===== src/rtl/apb_cmd_master.sv =====
// apb_cmd_master: turns a valid/ready command stream into single APB
// transfers and reports read data, slave error and timeout on a
// valid/ready response channel. One transfer is in flight at a time.
module apb_cmd_master #(
  parameter int ADDR_W         = 32,
  parameter int DATA_W         = 32,
  parameter int TIMEOUT_CYCLES = 255,
  parameter int CNT_W          = 8
) (
  input  logic              clk_in,
  input  logic              reset_int,
  // command channel
  input  logic              cmd_valid,
  output logic              cmd_ready,
  input  logic [ADDR_W-1:0] cmd_addr,
  input  logic [DATA_W-1:0] cmd_wdata,
  input  logic              cmd_write,
  // response channel
  output logic              rsp_valid,
  input  logic              rsp_ready,
  output logic [DATA_W-1:0] rsp_rdata,
  output logic              rsp_err,
  output logic              rsp_timeout,
  output logic              busy,
  // APB requester
  output logic [ADDR_W-1:0] PADDR,
  output logic              PSEL,
  output logic              PENABLE,
  output logic              PWRITE,
  output logic [DATA_W-1:0] PWDATA,
  input  logic [DATA_W-1:0] PRDATA,
  input  logic              PREADY,
  input  logic              PSLVERR
);

  typedef enum logic [1:0] {
    IDLE   = 2'd0,
    SETUP  = 2'd1,
    ACCESS = 2'd2,
    RESP   = 2'd3
  } state_t;

  // A zero TIMEOUT_CYCLES disables the abort path entirely; the compare
  // value is forced to zero then so the cast never sees a negative number.
  localparam bit               TO_EN   = (TIMEOUT_CYCLES != 0);
  localparam logic [CNT_W-1:0] TO_LAST = (TIMEOUT_CYCLES == 0) ? '0
                                         : CNT_W'(TIMEOUT_CYCLES - 1);

  state_t            state, state_nxt;
  logic [CNT_W-1:0]  wait_cnt, wait_cnt_nxt;
  logic [ADDR_W-1:0] paddr_nxt;
  logic [DATA_W-1:0] pwdata_nxt;
  logic              pwrite_nxt;
  logic              psel_nxt;
  logic              penable_nxt;
  logic              rsp_valid_nxt;
  logic [DATA_W-1:0] rsp_rdata_nxt;
  logic              rsp_err_nxt;
  logic              rsp_timeout_nxt;

  // The command side only ever sees the state register, so acceptance is
  // never combinationally dependent on the response side (no bypass).
  assign cmd_ready = (state == IDLE);
  assign busy      = (state != IDLE);

  // State register plus every registered output; reset drops any transfer
  // and any pending response on the spot.
  always_ff @(posedge clk_in or posedge reset_int) begin
    if (reset_int) begin
      state       <= IDLE;
      wait_cnt    <= '0;
      PADDR       <= '0;
      PWDATA      <= '0;
      PWRITE      <= 1'b0;
      PSEL        <= 1'b0;
      PENABLE     <= 1'b0;
      rsp_valid   <= 1'b0;
      rsp_rdata   <= '0;
      rsp_err     <= 1'b0;
      rsp_timeout <= 1'b0;
    end else begin
      state       <= state_nxt;
      wait_cnt    <= wait_cnt_nxt;
      PADDR       <= paddr_nxt;
      PWDATA      <= pwdata_nxt;
      PWRITE      <= pwrite_nxt;
      PSEL        <= psel_nxt;
      PENABLE     <= penable_nxt;
      rsp_valid   <= rsp_valid_nxt;
      rsp_rdata   <= rsp_rdata_nxt;
      rsp_err     <= rsp_err_nxt;
      rsp_timeout <= rsp_timeout_nxt;
    end
  end

  // Next-state and next-output decode; everything holds unless a state
  // below changes it, which keeps PADDR/PWDATA/PWRITE at their last values.
  always_comb begin
    state_nxt       = state;
    wait_cnt_nxt    = wait_cnt;
    paddr_nxt       = PADDR;
    pwdata_nxt      = PWDATA;
    pwrite_nxt      = PWRITE;
    psel_nxt        = PSEL;
    penable_nxt     = PENABLE;
    rsp_valid_nxt   = rsp_valid;
    rsp_rdata_nxt   = rsp_rdata;
    rsp_err_nxt     = rsp_err;
    rsp_timeout_nxt = rsp_timeout;

    case (state)
      IDLE: begin
        if (cmd_valid) begin
          paddr_nxt  = cmd_addr;
          pwdata_nxt = cmd_wdata;
          pwrite_nxt = cmd_write;
          psel_nxt   = 1'b1;
          state_nxt  = SETUP;
        end
      end

      SETUP: begin
        penable_nxt  = 1'b1;
        wait_cnt_nxt = '0;
        state_nxt    = ACCESS;
      end

      ACCESS: begin
        // PREADY is checked first so a ready slave beats a same-cycle timeout.
        if (PREADY) begin
          psel_nxt        = 1'b0;
          penable_nxt     = 1'b0;
          rsp_rdata_nxt   = PWRITE ? '0 : PRDATA;
          rsp_err_nxt     = PSLVERR;
          rsp_timeout_nxt = 1'b0;
          rsp_valid_nxt   = 1'b1;
          state_nxt       = RESP;
        end else if (TO_EN && (wait_cnt == TO_LAST)) begin
          psel_nxt        = 1'b0;
          penable_nxt     = 1'b0;
          rsp_rdata_nxt   = '0;
          rsp_err_nxt     = 1'b1;
          rsp_timeout_nxt = 1'b1;
          rsp_valid_nxt   = 1'b1;
          state_nxt       = RESP;
        end else begin
          wait_cnt_nxt = wait_cnt + 1'b1;
        end
      end

      RESP: begin
        if (rsp_ready) begin
          rsp_valid_nxt = 1'b0;
          state_nxt     = IDLE;
        end
      end

      default: begin
        state_nxt = IDLE;
      end
    endcase
  end

endmodule

===== config.mk =====
export PLATFORM = sky130hd
export DESIGN_NAME = apb_cmd_master
export DESIGN_NICKNAME = d
export VERILOG_FILES = /design/src/rtl/apb_cmd_master.sv
export SDC_FILE = /design/constraint.sdc
export NUM_CORES = 1
export LEC_CHECK = 0
export CAP_MARGIN = 20
export CORE_MARGIN = 2
export CORE_UTILIZATION = 45
export CTS_CLUSTER_DIAMETER = 150
export CTS_CLUSTER_SIZE = 30
export DETAILED_ROUTE_END_ITERATION = 10
export PLACE_DENSITY_LB_ADDON = 0.1
export SYNTH_ARGS = -nofsm -noshare
export SYNTH_HDL_FRONTEND = slang
export SYNTH_SLANG_ARGS = --single-unit

===== constraint.sdc =====
create_clock -name clk_in -period 6.3 [get_ports clk_in]
set_clock_uncertainty 0.2 [all_clocks]
set_input_delay 0.945 -clock clk_in [delete_from_list [all_inputs] [get_ports clk_in]]
set_output_delay 0.945 -clock clk_in [all_outputs]
set_load 0.01 [all_outputs]

Word level (Yosys, flattened, before mapping). Cells that the tools add are included.

Output and inout port bits: 104. Register bits: 112. Input port bits: 103. Word-level logic and storage cells: 56.

Reduce and logical (&&, ||, !) cells: 13. Add/subtract/negate cells: 1. Muxes and demuxes: 22. Equality and inequality tests: 9.

Operators by type and width (number): two-way mux 32 bit (3); two-way mux 8 bit (2); one-hot mux 8 bit (2 select lines) (1); AND reduction 3 bit (4); nonzero test 2 bit (5); adder 8 x 1 -> 8 bit (second input constant) (1); equality test 8 bit (second input constant) (1); two-way mux 1 bit (8); two-way mux 2 bit (4); != test 2 bit (second input constant) (4); one-hot mux 2 bit (4 select lines) (1); one-hot mux 1 bit (2 select lines) (3); AND reduction 2 bit (3); equality test 2 bit (second input constant) (2); != test 3 bit (second input constant) (1); equality test 2 x 1 -> 1 bit (second input constant) (1); zero test 2 bit (1).

Longest topological paths before layout.
Word-level depth: 4. Gate-level depth with buffers: 7. Depth with buffers taken out: 6.

Worst setup path after synthesis. No wires, ideal clock.

Path kind: in2reg. From: input cmd_valid. To: register PADDR[0]. Arrival: 1882 ps. Slack: 4093 ps. Path buffers: 2. Stages on the path: 4. Cell sequence: nand2_1 clkbuf_1 buf_2 mux2_2.

Word-level cells in the longest chain between the ends: 1.

Ends and longest elaborated chain: from (decl) (RTL line 13) `input logic cmd_valid,`; AND reduction 2 bit (no line); to (signal assigned) (RTL line 84) `PADDR <= paddr_nxt;`; to (decl) (RTL line 26) `output logic [ADDR_W-1:0] PADDR,`.

Every way passes these cells. A chain may end at the register's enable or synchronous reset.

Worst setup path in the final report.
From: register state[0]. To: output cmd_ready.

Word-level cells in the longest chain between the ends: 1.

Ends and longest elaborated chain: from (decl) (RTL line 49) `state_t state, state_nxt;`; from (signal assigned) (RTL line 82) `state <= state_nxt;`; zero test 2 bit (RTL line 63) `assign cmd_ready = (state == IDLE);`; to (decl) (RTL line 14) `output logic cmd_ready,`.

Every way passes these cells.

==> impl_metrics.env <==
export IMPL_numPortBuffers=206
export IMPL_clock_latency_ns=0.36
export IMPL_rsz0062_at_grt="no"
export IMPL_synth_ff_type="dfrtp_1"
export IMPL_rows=36
export IMPL_crit_path_end_kind="primary output"
export IMPL_tightest_slew_ns=1.01
export IMPL_avgRoutedWirePerCell_microns=16.7
export IMPL_required_ns=5.15
export IMPL_combinationalPowerShare_pct=49.4
export IMPL_cts_root_buf="clkbuf_8"
export IMPL_hp_class="flip-flop to flip-flop"
export IMPL_htreeDepth=3
export IMPL_p_sw_mw=1.09
export IMPL_irDropWorstVdd_uv=225
export IMPL_synthesis_area_sq_um=4600
export IMPL_antenna_found_initial=1
export IMPL_postRouteAntennaNets=0
export IMPL_synth_edff_count=0
export IMPL_drc_errors=0
export IMPL_fillers=718
export IMPL_critical_path_class="flip-flop to primary output"
export IMPL_cts_repair_resized=0
export IMPL_cp_slowest_cell="clkdlybuf4s50_1"
export IMPL_total_power_mw=3.22
export IMPL_die_w_microns=105
export IMPL_post_cts_buffers=0
export IMPL_path_clk_slew_ns=0.10
export IMPL_drt_iter0_drc=192
export IMPL_hpwl_microns=8270
export IMPL_slowest_delay_ns=0.61
export IMPL_report_final_setup_viol=0
export IMPL_drive_gt1_share_pct=16.4
export IMPL_crit_chain="inv_1 -> ha_1 -> clkdlybuf4s50_1"
export IMPL_p_leak_nw=2.86
export IMPL_fmax_mhz=346
export IMPL_io_pins=207
export IMPL_ys_types=37
export IMPL_grt_pass1_vias=3623
export IMPL_cp_arrival_ns=1.75
export IMPL_finalNetCount=677
export IMPL_p_seq_share_pct=38.6
export IMPL_powerDensity_nw_per_um2=462
export IMPL_grt_pass1_wl_microns=18800
export IMPL_drv_slew=0
export IMPL_yosysWarnings=0
export IMPL_pwr_share_clk_pct=12.0
export IMPL_clockBufferDepth=2
export IMPL_cts_sinks=112
export IMPL_timing_final_crit_share_pct=45.9
export IMPL_gp_congestion=0.810
export IMPL_holdBufCountCts=0
export IMPL_drv_cap=0
export IMPL_p_int_mw=2.13
export IMPL_via_count=3621
export IMPL_synth_nets=478
export IMPL_cts_tree="built"
export IMPL_via_per_inst=5.11
export IMPL_outcome="complete, no violations"
export IMPL_slew_headroom_pct=32.5
export IMPL_dieArea_sq_um=11000
export IMPL_synth_async_reset_ratio_pct=100
export IMPL_finalCriticalPeriod_ns=2.89
export IMPL_ys_seq_area_share_pct=61.0
export IMPL_avgSynthCellArea_sq_um=12.4
export IMPL_path_buf_inv=2
export IMPL_area_growth_pct=51.6
export IMPL_grt_overflow_total=0
export IMPL_grt_start_max_net_pins=66
export IMPL_cts_buffers=9
export IMPL_start_util_pct=46.6
export IMPL_hold_viol=0
export IMPL_cp_start_kind="flip-flop"
export IMPL_synthCells=370
export IMPL_drt_pass1_iterations=4
export IMPL_fin_tns_setup_ns=0
export IMPL_synth_seq_cells=112
export IMPL_core_area_sq_um=9860
export IMPL_grt_usage_pct=21.4
export IMPL_swShare_pct=33.8
export IMPL_cp_max_fo=5
export IMPL_die_h_microns=105
export IMPL_routed_wl_microns=11800
export IMPL_crit_family="buffers and inverters"
==> power by group through the flow <==
stage	Clock (mW)	Sequential [mW]	Combinational (mW)
2_1_floorplan	0	1.40	0.553
3_3_place_gp	0	1.24	1.56
3_5_place_dp	0	1.25	1.60
4_1_cts	0.395	1.24	1.60
5_1_grt	0.430	1.29	1.70
6_report	0.387	1.24	1.59
==> state kept, by name (all words and copies together) (netlist names) <==
register	flops
state	2
rsp_timeout	1
PWDATA	32
rsp_rdata	32
rsp_err	1
PSEL	1
PENABLE	1
PWRITE	1
PADDR	32
wait_cnt	8
rsp_valid	1
==> worst paths after layout <==
path                                        endpoint  cells after the start                 start  slack (ns)
max                                        cmd_ready                      3  state[0]$_DFFE_PP0P_        3.41
min                              PENABLE$_DFFE_PP0P_                      1   PENABLE$_DFFE_PP0P_        0.29
max reg2reg                  wait_cnt[3]$_DFFE_PP0P_                      6  state[0]$_DFFE_PP0P_        3.81
min reg2reg                      PENABLE$_DFFE_PP0P_                      1   PENABLE$_DFFE_PP0P_        0.29
max in group asynchronous  rsp_rdata[20]$_DFFE_PP0P_                      3             reset_int        3.83
min in group asynchronous      PWDATA[2]$_DFFE_PP0P_                      2             reset_int        0.80
==> synthesized netlist by cell type (4+ instances only) <==
cell type	number	share of area, %
clkbuf_1	15	1.2
inv_1	39	3.2
buf_2	7	0.76
mux2_2	66	16
nand3_1	6	0.65
nand4_1	33	4.5
nand2_1	8	0.65
ha_1	5	1.4
nor2b_1	4	0.54
o21ai_0	38	4.1
dfrtp_1	112	61
==> cells in the final DEF, fill, tap and decap left out, types with 2 or more instances in the layout <==
| cell | Yosys | layout |
|---|---|---|
| nor2_1 | 3 | 2 |
| clkinv_4 | 0 | 3 |
| nand2b_1 | 3 | 3 |
| inv_1 | 39 | 38 |
| or3_1 | 2 | 2 |
| nor2b_1 | 4 | 3 |
| mux2_2 | 66 | 66 |
| nand2_1 | 8 | 7 |
| nor3_1 | 2 | 2 |
| o21ai_0 | 38 | 38 |
| clkinv_2 | 0 | 3 |
| ha_1 | 5 | 5 |
| buf_4 | 0 | 4 |
| clkbuf_8 | 0 | 9 |
| o211ai_1 | 3 | 3 |
| dfrtp_1 | 112 | 112 |
| nand3_1 | 6 | 6 |
| nand4_1 | 33 | 33 |
| or4_1 | 3 | 3 |
| clkdlybuf4s50_1 | 0 | 206 |
| a21oi_1 | 2 | 2 |
==> layer usage <==
| layer | track usage, % | vias to the layer above | share of wire (%) |
|---|---|---|---|
| li1 | - | 1695 | - |
| met1 | 28.0 | 1743 | 44 |
| met2 | 34.1 | 174 | 46 |
| met3 | 7.11 | 9 | 8.9 |
| met4 | 6.10 | 0 | 0.93 |
| met5 | 0 | - | 0 |
==> stage by stage <==
stage	instances	utilization [%]	cell area, sq um	setup slack, ns	hold WS, ns
final	708	70.6	6970	3.41	0.291
after floorplan	370	-	4600	2.20	0.300
after CTS	706	70.5	6950	3.38	0.297
after global placement	690	68.7	6780	3.13	0.271
after global routing	707	70.6	6970	3.32	0.328
after detailed placement	690	68.7	6780	3.02	0.276
==> kinds of logic (layout without fill, tap and decap cells) <==
group	count (synthesis)	after routing	synth area share, %
muxes	67	67	16.4
buffers and inverters	62	266	5.25
DFF	112	112	61.0
adders and majority gates	5	5	1.36
and+or+nand+nor	69	69	8.93
other	0	1	0
AOI/OAI and AO/OA	55	55	7.10
==> final cells by class <==
cell class                 count  area [sq um]  area share, %
multi-input combinational    196          1570           22.5
clock inverter                 7          48.8          0.700
sequential                   112          2800           40.2
inverter                      39           149           2.14
clock buffer                   9           124           1.78
timing repair buffer         211          2110           30.2
tap                          133           166           2.39
antenna                        1          2.50         0.0359
(Power assumes the default switching activity.)
